## src/rtl/sd_clk_divider_ctrl.sv

```systemverilog
// SD card clock generator: divides clk by 2*(div_cur+1) and emits edge strobes.
// Divisor updates take effect only at falling edges, so the card never sees a runt pulse.
module sd_clk_divider_ctrl #(
    parameter int DIV_W = 8
) (
    input  logic             clk,
    input  logic             rst,
    input  logic             en,
    input  logic [DIV_W-1:0] divisor,
    output logic             sd_clk_o,
    output logic             rise_stb,
    output logic             fall_stb,
    output logic             upd_stb,
    output logic             busy,
    output logic [DIV_W-1:0] div_cur
);

    typedef enum logic [1:0] {
        IDLE = 2'd0,
        RUN  = 2'd1,
        STOP = 2'd2
    } state_t;

    state_t           state;
    logic [DIV_W-1:0] cnt;
    logic             half_done;

    // cnt is cleared whenever div_cur can change, so it never exceeds div_cur.
    assign half_done = (cnt == div_cur);

    always_ff @(posedge clk) begin
        if (rst) begin
            state    <= IDLE;
            cnt      <= '0;
            sd_clk_o <= 1'b0;
            rise_stb <= 1'b0;
            fall_stb <= 1'b0;
            upd_stb  <= 1'b0;
            busy     <= 1'b0;
            div_cur  <= '0;
        end else begin
            // NOTE: strobes get a default of 0 here and are overridden below; with
            // non-blocking assignments the last one in program order wins.
            rise_stb <= 1'b0;
            fall_stb <= 1'b0;
            upd_stb  <= 1'b0;

            unique case (state)
                IDLE: begin
                    cnt      <= '0;
                    sd_clk_o <= 1'b0;
                    if (en) begin
                        state   <= RUN;
                        busy    <= 1'b1;
                        div_cur <= divisor;
                        upd_stb <= (divisor != div_cur);
                    end
                end

                RUN: begin
                    if (!en && !sd_clk_o) begin
                        // Cutting a low half short is safe: low is the idle level.
                        state <= IDLE;
                        busy  <= 1'b0;
                        cnt   <= '0;
                    end else if (half_done) begin
                        cnt      <= '0;
                        sd_clk_o <= ~sd_clk_o;
                        rise_stb <= ~sd_clk_o;
                        fall_stb <= sd_clk_o;
                        if (sd_clk_o) begin
                            div_cur <= divisor;
                            upd_stb <= (divisor != div_cur);
                            if (!en) begin
                                state <= IDLE;
                                busy  <= 1'b0;
                            end
                        end
                    end else begin
                        cnt <= cnt + 1'b1;
                        // Reaching here with en low means the clock is high.
                        if (!en) state <= STOP;
                    end
                end

                STOP: begin
                    if (half_done) begin
                        cnt      <= '0;
                        sd_clk_o <= 1'b0;
                        fall_stb <= 1'b1;
                        state    <= IDLE;
                        busy     <= 1'b0;
                    end else begin
                        cnt <= cnt + 1'b1;
                    end
                end

                default: begin
                    state <= IDLE;
                    busy  <= 1'b0;
                end
            endcase
        end
    end

endmodule

```

## config.mk

```make
export PLATFORM = sky130hd
export DESIGN_NAME = sd_clk_divider_ctrl
export DESIGN_NICKNAME = d
export VERILOG_FILES = /design/src/rtl/sd_clk_divider_ctrl.sv
export SDC_FILE = /design/constraint.sdc
export NUM_CORES = 1
export LEC_CHECK = 0
export ABC_AREA = 1
export BUFFER_PORTS_ARGS = -buffer_cell sky130_fd_sc_hd__buf_2
export CAP_MARGIN = 20
export CORE_MARGIN = 3
export CORE_UTILIZATION = 40
export CTS_BUF_LIST = sky130_fd_sc_hd__clkbuf_2
export CTS_CLUSTER_DIAMETER = 40
export DETAILED_ROUTE_END_ITERATION = 7
export PLACE_DENSITY = 0.58
export SETUP_SLACK_MARGIN = 0.02
export SLEW_MARGIN = 15
export SYNTH_ARGS = -nofsm -noshare
export SYNTH_HDL_FRONTEND = slang
export SYNTH_SLANG_ARGS = --single-unit
```

## constraint.sdc

```tcl
create_clock -name clk -period 3 [get_ports clk]
set_input_delay 0.15 -clock clk [delete_from_list [all_inputs] [get_ports clk]]
set_output_delay 0.15 -clock clk [all_outputs]
set_load 0.02 [all_outputs]
```

==> key figures, run 1 <==
Status
  – Status: finished, final reports clean

Power
  – Power Total: 0.001335 W
  – Leakage: 0.6614 nW
  – Clock share of power: 9.4%
  – Net Sw Power: 0.0006513 W
  – Switching portion of total power: 48.79%
  – Reg power frac: 34.2%
  – VDD IR max: 0.4773 mV
  – Logic pwr share: 56.3%
  – Int Power: 0.0006837 W
  – PD cells: 906.5 nW/um^2

Final layout
  – Final Util: 50.78%
  – FILL cells: 296
  – Multi-input logic area: 726.9 um^2
  – Post-route cell area: 1473 um^2
  – Antenna diodes: 0
  – Area grow syn2layout: 14.72%
  – Storage cell area: 460.4 um^2
  – Ratio of cells with drive above 1 in the final layout: 18.27%
  – # nets final: 225
  – Commonest non-fill, non-tap cell in the layout: nand2_1
  – Most frequent cells in the layout: nand2_1, nor2_1, dfxtp_1, buf_2, inv_1

Synthesis
  – Synthesized flop and latch total: 23
  – Warnings, synthesis: 0
  – Sequential share of the synthesized area: 35.87%
  – Library cells used by synthesis: 24
  – Mapped Nets: 198
  – Mapped Cells: 182
  – Cell Area, Synth: 1284 um^2
  – Synth Area per Inst: 7.053 um^2

Clocking
  – TritonCTS buffer count: 3
  – Clk buf depth: 2
  – H-tree levels: 1
  – Hold buffers post-CTS: 0
  – Reg clk slew, reported paths: 220 ps
  – CTS tree: built
  – Postcts setup bufs: 0
  – Sink Count: 23
  – Clock Latency Late Sink: 330 ps
  – Post-CTS resize count: 0
  – Clk root buf: clkbuf_2

Worst setup path
  – CP max FO: 9
  – Critical Path End Type: register
  – Max incr delay on CP: 420 ps
  – CP max-delay cell: dfxtp_1
  – Crit path DAT: 1960 ps
  – Startpoint Class: register
  – CP Cell Sequence: inv_1, ha_1, o21ai_0, inv_1, o21ai_0, nor2_4, o21ai_4, nor2_1
  – Type of the worst setup path: register to register
  – Worst EP required: 3240 ps

Global routing
  – Vias in the first global route: 1032
  – GRT Util Overall: 14.57%
  – Pin count of the biggest net entering global routing: 14
  – Initial antenna violation count: 0
  – First-pass GRT wire length: 4.664 mm
  – Congestion Overflow GR: 0

STA
  – Setup ws final: 1286 ps
  – TNS Setup: 0 ps
  – Setup skew after layout: 17.04 ps
  – Tmin final: 1714 ps
  – Max Slew Vio Count: 0
  – Final period utilization: 57.15%
  – Highest clock rate: 0.5833 GHz
  – Actual slew at the worst max-slew pin: 409.2 ps
  – Final Hold Viols: 0
  – RSZ-0062 raised after global routing: false
  – Slew margin rel.: 72.69%
  – Setup Viol. Count Final: 0

Floorplan
  – Die width: 62.65 um
  – Core Box Area: 2900 um^2
  – Chip height: 62.65 um
  – Die ar.: 3925 um^2
  – Initial core utilization: 44.26%
  – Ports: 24
  – Num rows: 19

Placement
  – I/O Buffers: 23
  – Area after DPL: 1443 um^2
  – Gp weighted congestion: 0.8989
  – DP Wirelength: 2.143 mm
  – Place WS: 1331 ps

Drt
  – Detail Route Antenna Nets: 0
  – Via Count: 1188
  – First drt pass iteration count: 4
  – Final WL: 2.752 mm
  – Detailed Route Iter0 Violations: 59
  – Post-route DRC violation count: 0
  – Via density: 4.752
  – DR WL/cell: 11.01 um

Hold path
  – Worst hold path type: input pin to register

Job
  – Max-Cap Viols: 0
[Yosys cell counts, drive strengths merged]
library cell	n	area share, %
o21ai	15	6.7
xor2	3	2.0
ha	5	4.9
nand4	3	1.5
nand3	9	3.5
a21oi	8	3.1
nor3	1	0.78
inv	21	6.1
nor2	35	11
nand2	42	14
dfxtp	23	36
clkbuf	1	0.29
xnor2	11	7.5
and3	1	0.49
a21o	1	0.59
clkinv	1	0.68
buf	1	0.39
nor4	1	0.49
[metal layers]
| layer | track usage, % | part of all wire [%] | vias up |
|---|---|---|---|
| met4 | 3.306 | 0.65 | 0 |
| li1 | - | - | 623 |
| met1 | 20.57 | 49 | 530 |
| met2 | 21.57 | 44 | 33 |
| met5 | 0 | 0 | - |
| met3 | 4.496 | 5.6 | 2 |
[stage by stage]
stage / std cells / hold slack, ps
floorplan: 182 / 219.1
global placement: 245 / 411.2
detailed placement: 245 / 420.6
CTS: 249 / 25.30
global route: 250 / 40.03
finish: 250 / 69.78
[cell families after synthesis]
group,after synthesis,share of synthesized area (%)
AND/OR/NAND/NOR,92,31.77
AO/OA/AOI/OAI,24,10.43
buffers and inverters,24,7.504
flip-flops,23,35.87
XOR/XNOR,14,9.552
adder cells (fa/ha/maj),5,4.873
[power by group through the flow]
stage | combinational (W) | sequential [W] | clock (W)
3_5_place_dp | 0.000749 | 0.000465 | 0
4_1_cts | 0.000752 | 0.000457 | 0.000132
5_1_grt | 0.000835 | 0.000470 | 0.000146
6_report | 0.000752 | 0.000457 | 0.000126
3_3_place_gp | 0.000734 | 0.000459 | 0
2_1_floorplan | 0.000519 | 0.000513 | 0
[cell type report]
class	count	share of cell area, %
Sequential cell	23	31.27
Inverter	22	5.947
Clock buffer	4	1.359
Timing Repair Buffer	24	8.496
Tap cell	42	3.568
Multi-Input combinational cell	135	49.36
[state kept, by name, summed over array words and instances (netlist names)]
register	flops
sd_clk_o	1
upd_stb	1
cnt	8
rise_stb	1
div_cur	8
fall_stb	1
state	2
busy	1
[path summary, 6_finish.rpt]
| check | slack (ps) | from | end | cells after the start |
|---|---|---|---|---|
| setup / recovery | 1290 | state[1] | cnt[7] | 8 |
| hold / removal | 70 | divisor[6] | div_cur[6] | 3 |
| setup reg to reg | 1290 | state[1] | cnt[7] | 8 |
| hold reg to reg | 530 | busy | busy | 4 |
[critical path: cells and delay by family (launching register included)]
kind | cells | cell delay, ps
flops | 1 | 420
buf+inv | 2 | 160
compound gates | 3 | 600
fa+ha+maj | 1 | 290
simple gates | 2 | 150
Note: power is estimated with default switching activity, not from simulation.
==> inputs of run 2 (changes only) <==
Clock period 3 ns to 1.7 ns, I/O delays scaled along.
==> run 2 against run 1 <==
Design area rose by 6.5%. Clock-buffer cell count unchanged. Critical endpoint is now state[1]. Sequential cell count unchanged. Maximum frequency rose by 12%. Non-clock buffer count is 10 higher. Routed wire length down 1.9%. Register-to-register slack got worse by 1100 ps. Global-route usage fell by 0.30 points. Sequential power increased by 77%. Combinational power increased by 77%. Clock skew decreased by 7.3 ps.
==> key figures, run 2 (synthesis results as in run 1) <==
Status
  – Status: finished, final reports clean (unchanged)

Clocking
  – Clk buf depth: 2 (unchanged)
  – Clk root buf: clkbuf_2 (unchanged)
  – Clock Latency Late Sink: 340 ps (was 330 ps)
  – Postcts setup bufs: 0 (unchanged)
  – Sink Count: 23 (unchanged)
  – Reg clk slew, reported paths: 200 ps (was 220 ps)
  – CTS tree: built (unchanged)
  – H-tree levels: 1 (unchanged)
  – TritonCTS buffer count: 3 (unchanged)

Final layout
  – Final Util: 54.10% (was 50.78%)
  – Area grow syn2layout: 22.22% (was 14.72%)
  – Post-route cell area: 1569 um^2 (was 1473 um^2)
  – Most frequent cells in the layout: nand2_1, nor2_1, buf_2 (was nand2_1, nor2_1, dfxtp_1, buf_2, inv_1)
  – Ratio of cells with drive above 1 in the final layout: 18.81% (was 18.27%)
  – Top Registers: cnt (8), div_cur (8), state (2) (unchanged)
  – # nets final: 235 (was 225)
  – Antenna diodes: 0 (unchanged)
  – FILL cells: 297 (was 296)
  – Commonest non-fill, non-tap cell in the layout: nand2_1 (unchanged)

STA
  – Final period utilization: 89.88% (was 57.15%)
  – Final Hold Viols: 0 (unchanged)
  – Tmin final: 1528 ps (was 1714 ps)
  – TNS Setup: 0 ps (unchanged)
  – Slew margin rel.: 71.50% (was 72.69%)
  – Actual slew at the worst max-slew pin: 427.0 ps (was 409.2 ps)
  – RSZ-0062 raised after global routing: true (was false)
  – Setup Viol. Count Final: 0 (unchanged)
  – Highest clock rate: 0.6545 GHz (was 0.5833 GHz)
  – Max Slew Vio Count: 0 (unchanged)
  – Final hold slack: 16.27 ps (was 69.78 ps)
  – Setup skew after layout: 9.700 ps (was 17.04 ps)

Drt
  – Detail Route Antenna Nets: 0 (unchanged)
  – Via density: 4.573 (was 4.752)
  – DR WL/cell: 10.39 um (was 11.01 um)
  – Post-route DRC violation count: 0 (unchanged)
  – Final WL: 2.701 mm (was 2.752 mm)
  – First drt pass iteration count: 4 (unchanged)
  – Via Count: 1189 (was 1188)
  – Detailed Route Iter0 Violations: 50 (was 59)

Hold path
  – Worst hold path type: input pin to register (unchanged)

Worst setup path
  – Critical Path End Type: register (unchanged)
  – Max incr delay on CP: 420 ps (about the same)
  – Crit path DAT: 1790 ps (was 1960 ps)
  – CP max-delay cell: dfxtp_1 (unchanged)
  – Type of the worst setup path: register to register (unchanged)
  – Worst EP required: 1960 ps (was 3240 ps)
  – CP max FO: 4 (was 9)
  – Flop2flop setup slack: 170 ps (was 1290 ps)
  – Cell mode on critical path: inv_1
  – Startpoint Class: register (unchanged)
  – CP Cell Sequence: inv_1, ha_1, inv_1, nor2_1, a21oi_1, nand3_1, and3_1 (was inv_1, ha_1, o21ai_0, inv_1, o21ai_0, nor2_4, o21ai_4, nor2_1)

Global routing
  – Met1 global-route usage: 19.69% (was 20.57%)
  – Congestion Overflow GR: 0 (unchanged)
  – Met2 Use GR: 21.30% (was 21.57%)
  – Pin count of the biggest net entering global routing: 14 (unchanged)
  – GR peak layer: met2 (unchanged)
  – First-pass GRT wire length: 4.491 mm (was 4.664 mm)
  – GR Util met3: 2.158% (was 4.496%)
  – Initial antenna violation count: 0 (unchanged)
  – GRT Util Overall: 14.27% (was 14.57%)
  – Vias in the first global route: 977 (was 1032)

Floorplan
  – Num rows: 19 (unchanged)
  – Initial core utilization: 44.26% (unchanged)
  – Core Box Area: 2900 um^2 (unchanged)
  – Chip height: 62.65 um (unchanged)
  – Ports: 24 (unchanged)
  – Die ar.: 3925 um^2 (unchanged)
  – Die width: 62.65 um (unchanged)

Job
  – Max-Cap Viols: 0 (unchanged)

Power
  – VDD IR max: 0.7772 mV (was 0.4773 mV)
  – PD cells: 1511 nW/um^2 (was 906.5 nW/um^2)
  – Leakage: 0.7058 nW (was 0.6614 nW)
  – Power Total: 0.002371 W (was 0.001335 W)

Placement
  – DP Wirelength: 2.090 mm (was 2.143 mm)
  – Gp weighted congestion: 0.9041 (was 0.8989)
  – Area after DPL: 1458 um^2 (was 1443 um^2)
  – I/O Buffers: 23 (unchanged)
run 2: changes by cell type in the layout (fill, tap and decap cells not counted), sizes merged:
cell,delta
dlygate4sd3,+8
buf,+2
run 2: power by group:
part	internal [W]	switching (W)
Combinational	0.000507	0.000826
Clock	0.0000622	0.000166
Sequential	0.000669	0.000141
run 2: worst paths after layout:
check,startpoint,end,cells after the start
worst max-delay path,state[0],state[1],7
worst min-delay path,divisor[0],div_cur[0],3
worst min register to register,state[0],state[0],2
worst max register to register,state[0],state[1],7
run 2: metrics by stage:
step,cells,worst slack (ps)
2_1_floorplan,182,174.2
3_3_place_gp,247,153.0
3_5_place_dp,247,77.14
4_1_cts,259,49.86
5_1_grt,260,19.57
6_report,260,172.0
run 2: critical path, delay by kind of cell, from the launching register on:
| kind | cells | cell delay (ps) |
|---|---|---|
| AO/OA/AOI/OAI | 1 | 240 |
| AND/OR/NAND/NOR | 3 | 380 |
| buffers and inverters | 2 | 170 |
| adder cells (fa/ha/maj) | 1 | 250 |
| flip-flops | 1 | 420 |
run 2: per-layer routing:
metal  vias up  routed length (um)
li1        642                   -
met1       522                1431
met2        20                1120
met3         5                  95
met4         0                  55
met5         -                   0
run 2: final cells by class:
class                   count  area [um^2]  share of cell area, %
clock buffers               4        20.02                  1.276
inverters                  22        87.58                  5.582
multi-input cells         135        726.9                  46.33
flip-flops and latches     23        461.7                  29.43
well taps                  42        52.55                  3.349
repair buffers             34        220.2                  14.04
run 2: timing repair:
item / 4_1_cts / 5_1_grt
resized for setup: 0 / 2
endpoints found under the setup margin: 0 / 8
endpoints found under the hold margin: 10 / 1
hold buffers: 8 / 1
==> inputs of run 3 (changes only) <==
Settings changed: PLACE_DENSITY 0.58 to 0.6.
Clock period 1.7 ns to 1.37 ns, I/O delays scaled along.
==> run 3 against run 2 <==
The flow now finishes with violations (setup timing). Maximum frequency increased by 5.8%. Core utilization increased by 16 points. Routed wire length increased by 26%. First-iteration DRC count increased by 98%.
==> key figures, run 3 (synthesis results as in run 1) <==
Placement
  – Dpl cells: 262 (was 247)
  – I/O Buffers: 23 (unchanged)
  – DP Wirelength: 2.290 mm (was 2.090 mm)
  – Gp weighted congestion: 0.8420 (was 0.9041)
  – Area after DPL: 1584 um^2 (was 1458 um^2)

Worst setup path
  – WP buf/inv: 3 (was 2)
  – CP max FO: 5 (was 4)
  – FF-to-FF End: div_cur[6] (was state[1])
  – Crit path DAT: 1710 ps (was 1790 ps)
  – Flop2flop setup slack: -70 ps (was 170 ps)
  – Startpoint Class: register (unchanged)
  – Worst EP required: 1640 ps (was 1960 ps)
  – CP max-delay cell: dfxtp_4 (was dfxtp_1)
  – Type of the worst setup path: register to register (unchanged)
  – Cell family with most CP delay: flip-flops (unchanged)
  – CP Cell Sequence: inv_4, ha_4, inv_4, nor2_4, nor3_2, buf_4, nand2_8, o21ai_1, nor2_1 (was inv_1, ha_1, inv_1, nor2_1, a21oi_1, nand3_1, and3_1)
  – Max incr delay on CP: 440 ps (was 420 ps)
  – Critical Path End Type: register (unchanged)
  – Cell mode on critical path: inv_4 (was inv_1)
  – Reg2reg start: state[0] (unchanged)
  – Crit path launch: state[0] (unchanged)
  – FF-to-FF path depth: 9 (was 7)

STA
  – Setup Viol. Count Final: 11 (was 0)
  – Highest clock rate: 0.6924 GHz (was 0.6545 GHz)
  – Final hold slack: 4.596 ps (was 16.27 ps)
  – Max Slew Vio Count: 0 (unchanged)
  – RSZ-0062 raised after global routing: true (unchanged)
  – Actual slew at the worst max-slew pin: 499.4 ps (was 427.0 ps)
  – Slew margin rel.: 66.67% (was 71.50%)
  – Final Hold Viols: 0 (unchanged)
  – Setup skew after layout: 6.623 ps (was 9.700 ps)
  – Setup ws final: -74.23 ps (was 172.0 ps)
  – Tmin final: 1444 ps (was 1528 ps)
  – Final period utilization: 105.4% (was 89.88%)

Drt
  – DR WL/cell: 11.93 um (was 10.39 um)
  – Detail Route Antenna Nets: 0 (unchanged)
  – Via density: 4.622 (was 4.573)
  – First drt pass iteration count: 4 (unchanged)
  – Detailed Route Iter0 Violations: 99 (was 50)
  – Final WL: 3.411 mm (was 2.701 mm)
  – Post-route DRC violation count: 0 (unchanged)
  – Via Count: 1322 (was 1189)

Global routing
  – Pin count of the biggest net entering global routing: 14 (unchanged)
  – Congestion Overflow GR: 0 (unchanged)
  – Initial antenna violation count: 0 (unchanged)
  – Vias in the first global route: 1279 (was 977)
  – GRT Util Overall: 17.91% (was 14.27%)
  – First-pass GRT wire length: 5.768 mm (was 4.491 mm)

Power
  – Int Power: 0.002252 W (was 0.001238 W)
  – Switching portion of total power: 47.40% (was 47.80%)
  – Reg power frac: 24.6% (was 34.2%)
  – Logic pwr share: 68.5% (was 56.2%)
  – Clock share of power: 6.9% (was 9.6%)
  – Net Sw Power: 0.002029 W (was 0.001133 W)
  – Leakage: 0.8766 nW (was 0.7058 nW)
  – PD cells: 2104 nW/um^2 (was 1511 nW/um^2)
  – VDD IR max: 1.579 mV (was 0.7772 mV)

Floorplan
  – Num rows: 19 (unchanged)
  – Core Box Area: 2900 um^2 (unchanged)
  – Ports: 24 (unchanged)
  – Initial core utilization: 44.26% (unchanged)
  – Die ar.: 3925 um^2 (unchanged)
  – Die width: 62.65 um (unchanged)
  – Chip height: 62.65 um (unchanged)

Hold path
  – Hold endpoint: div_cur[6] (was div_cur[0])
  – WHS Path Cells: 3 (unchanged)
  – Worst hold path type: input pin to register (unchanged)
  – Hold Startpoint: divisor[6] (was divisor[0])

Final layout
  – Area grow syn2layout: 58.48% (was 22.22%)
  – Fin cells: 286 (was 260)
  – Antenna diodes: 0 (unchanged)
  – Ratio of cells with drive above 1 in the final layout: 52.05% (was 18.81%)
  – Most frequent cells in the layout: nand2_1, buf_4, buf_2 (was nand2_1, nor2_1, buf_2)
  – Commonest non-fill, non-tap cell in the layout: nand2_1 (unchanged)
  – # nets final: 261 (was 235)
  – Top Registers: cnt (8), div_cur (8), state (2) (unchanged)
  – FILL cells: 239 (was 297)
  – Post-route cell area: 2034 um^2 (was 1569 um^2)

Clocking
  – TritonCTS buffer count: 3 (unchanged)
  – Clk buf depth: 2 (unchanged)
  – Sink Count: 23 (unchanged)
  – Clock Latency Late Sink: 350 ps (was 340 ps)
  – CTS tree: built (unchanged)
  – Clk root buf: clkbuf_2 (unchanged)
  – H-tree levels: 1 (unchanged)
  – Reg clk slew, reported paths: 220 ps (was 200 ps)

Status
  – Status: finished with violations (was finished, final reports clean)
  – Failing checks: setup timing

Job
  – Max-Cap Viols: 0 (unchanged)
## run 3: layout make-up
class	instances	area, um^2	area share [%]
Clock buffer	4	20.02	0.9840
Tap cell	42	52.55	2.583
Inverter	22	110.1	5.412
Timing Repair Buffer	59	411.6	20.23
Multi-Input combinational cell	136	943.4	46.37
Sequential cell	23	496.7	24.42
## run 3: metal layers
metal	up-vias	track usage [%]	routed length (um)
li1	700	-	-
met1	598	22.38	1585
met2	20	31.56	1693
met3	4	4.317	106
met4	0	2.755	25
met5	-	0	0
## run 3: worst max path at each step
stage / to / slack (ps) / depth (start not counted)
final: div_cur[6] / -70 / 9
after global routing: div_cur[6] / -130 / 10
after CTS: div_cur[5] / -40 / 10
after detailed placement: div_cur[1] / -210 / 8
after global placement: div_cur[7] / -80 / 8
after floorplan: cnt[2] / -5 / 9
## run 3: metrics by stage
step / setup slack (ps) / setup TNS, ps / total power (W) / utilization, %
5_1_grt: -131.2 / -2017 / 0.004597 / 70.15
3_3_place_gp: -77.85 / -995.8 / 0.002891 / 54.62
2_1_floorplan: -5.308 / -54.31 / 0.002321 / -
6_report: -74.23 / -528.0 / 0.004280 / 70.15
3_5_place_dp: -206.2 / -2315 / 0.002957 / 54.62
4_1_cts: -36.10 / -248.3 / 0.003849 / 65.23
## run 3: repair_timing
action,in CTS,in global routing
resized for setup,40,46
setup buffers,8,2
gates cloned,1,0
hold buffers,9,0
pin swaps,10,18
setup endpoints to repair,20,22
endpoints found under the hold margin,11,0
## run 3: power groups by stage
| stage | sequential, W | clock (W) | combinational, W |
|---|---|---|---|
| 2_1_floorplan | 0.00114 | 0 | 0.00118 |
| 3_3_place_gp | 0.000997 | 0 | 0.00189 |
| 3_5_place_dp | 0.00101 | 0 | 0.00195 |
| 4_1_cts | 0.00104 | 0.000296 | 0.00251 |
| 5_1_grt | 0.00108 | 0.000332 | 0.00319 |
| 6_report | 0.00105 | 0.000294 | 0.00293 |
## run 3: tightest hold or removal path, stage by stage
cell and delay (ps):
buf_2 90, o21ai_1 60, nor2_1 100
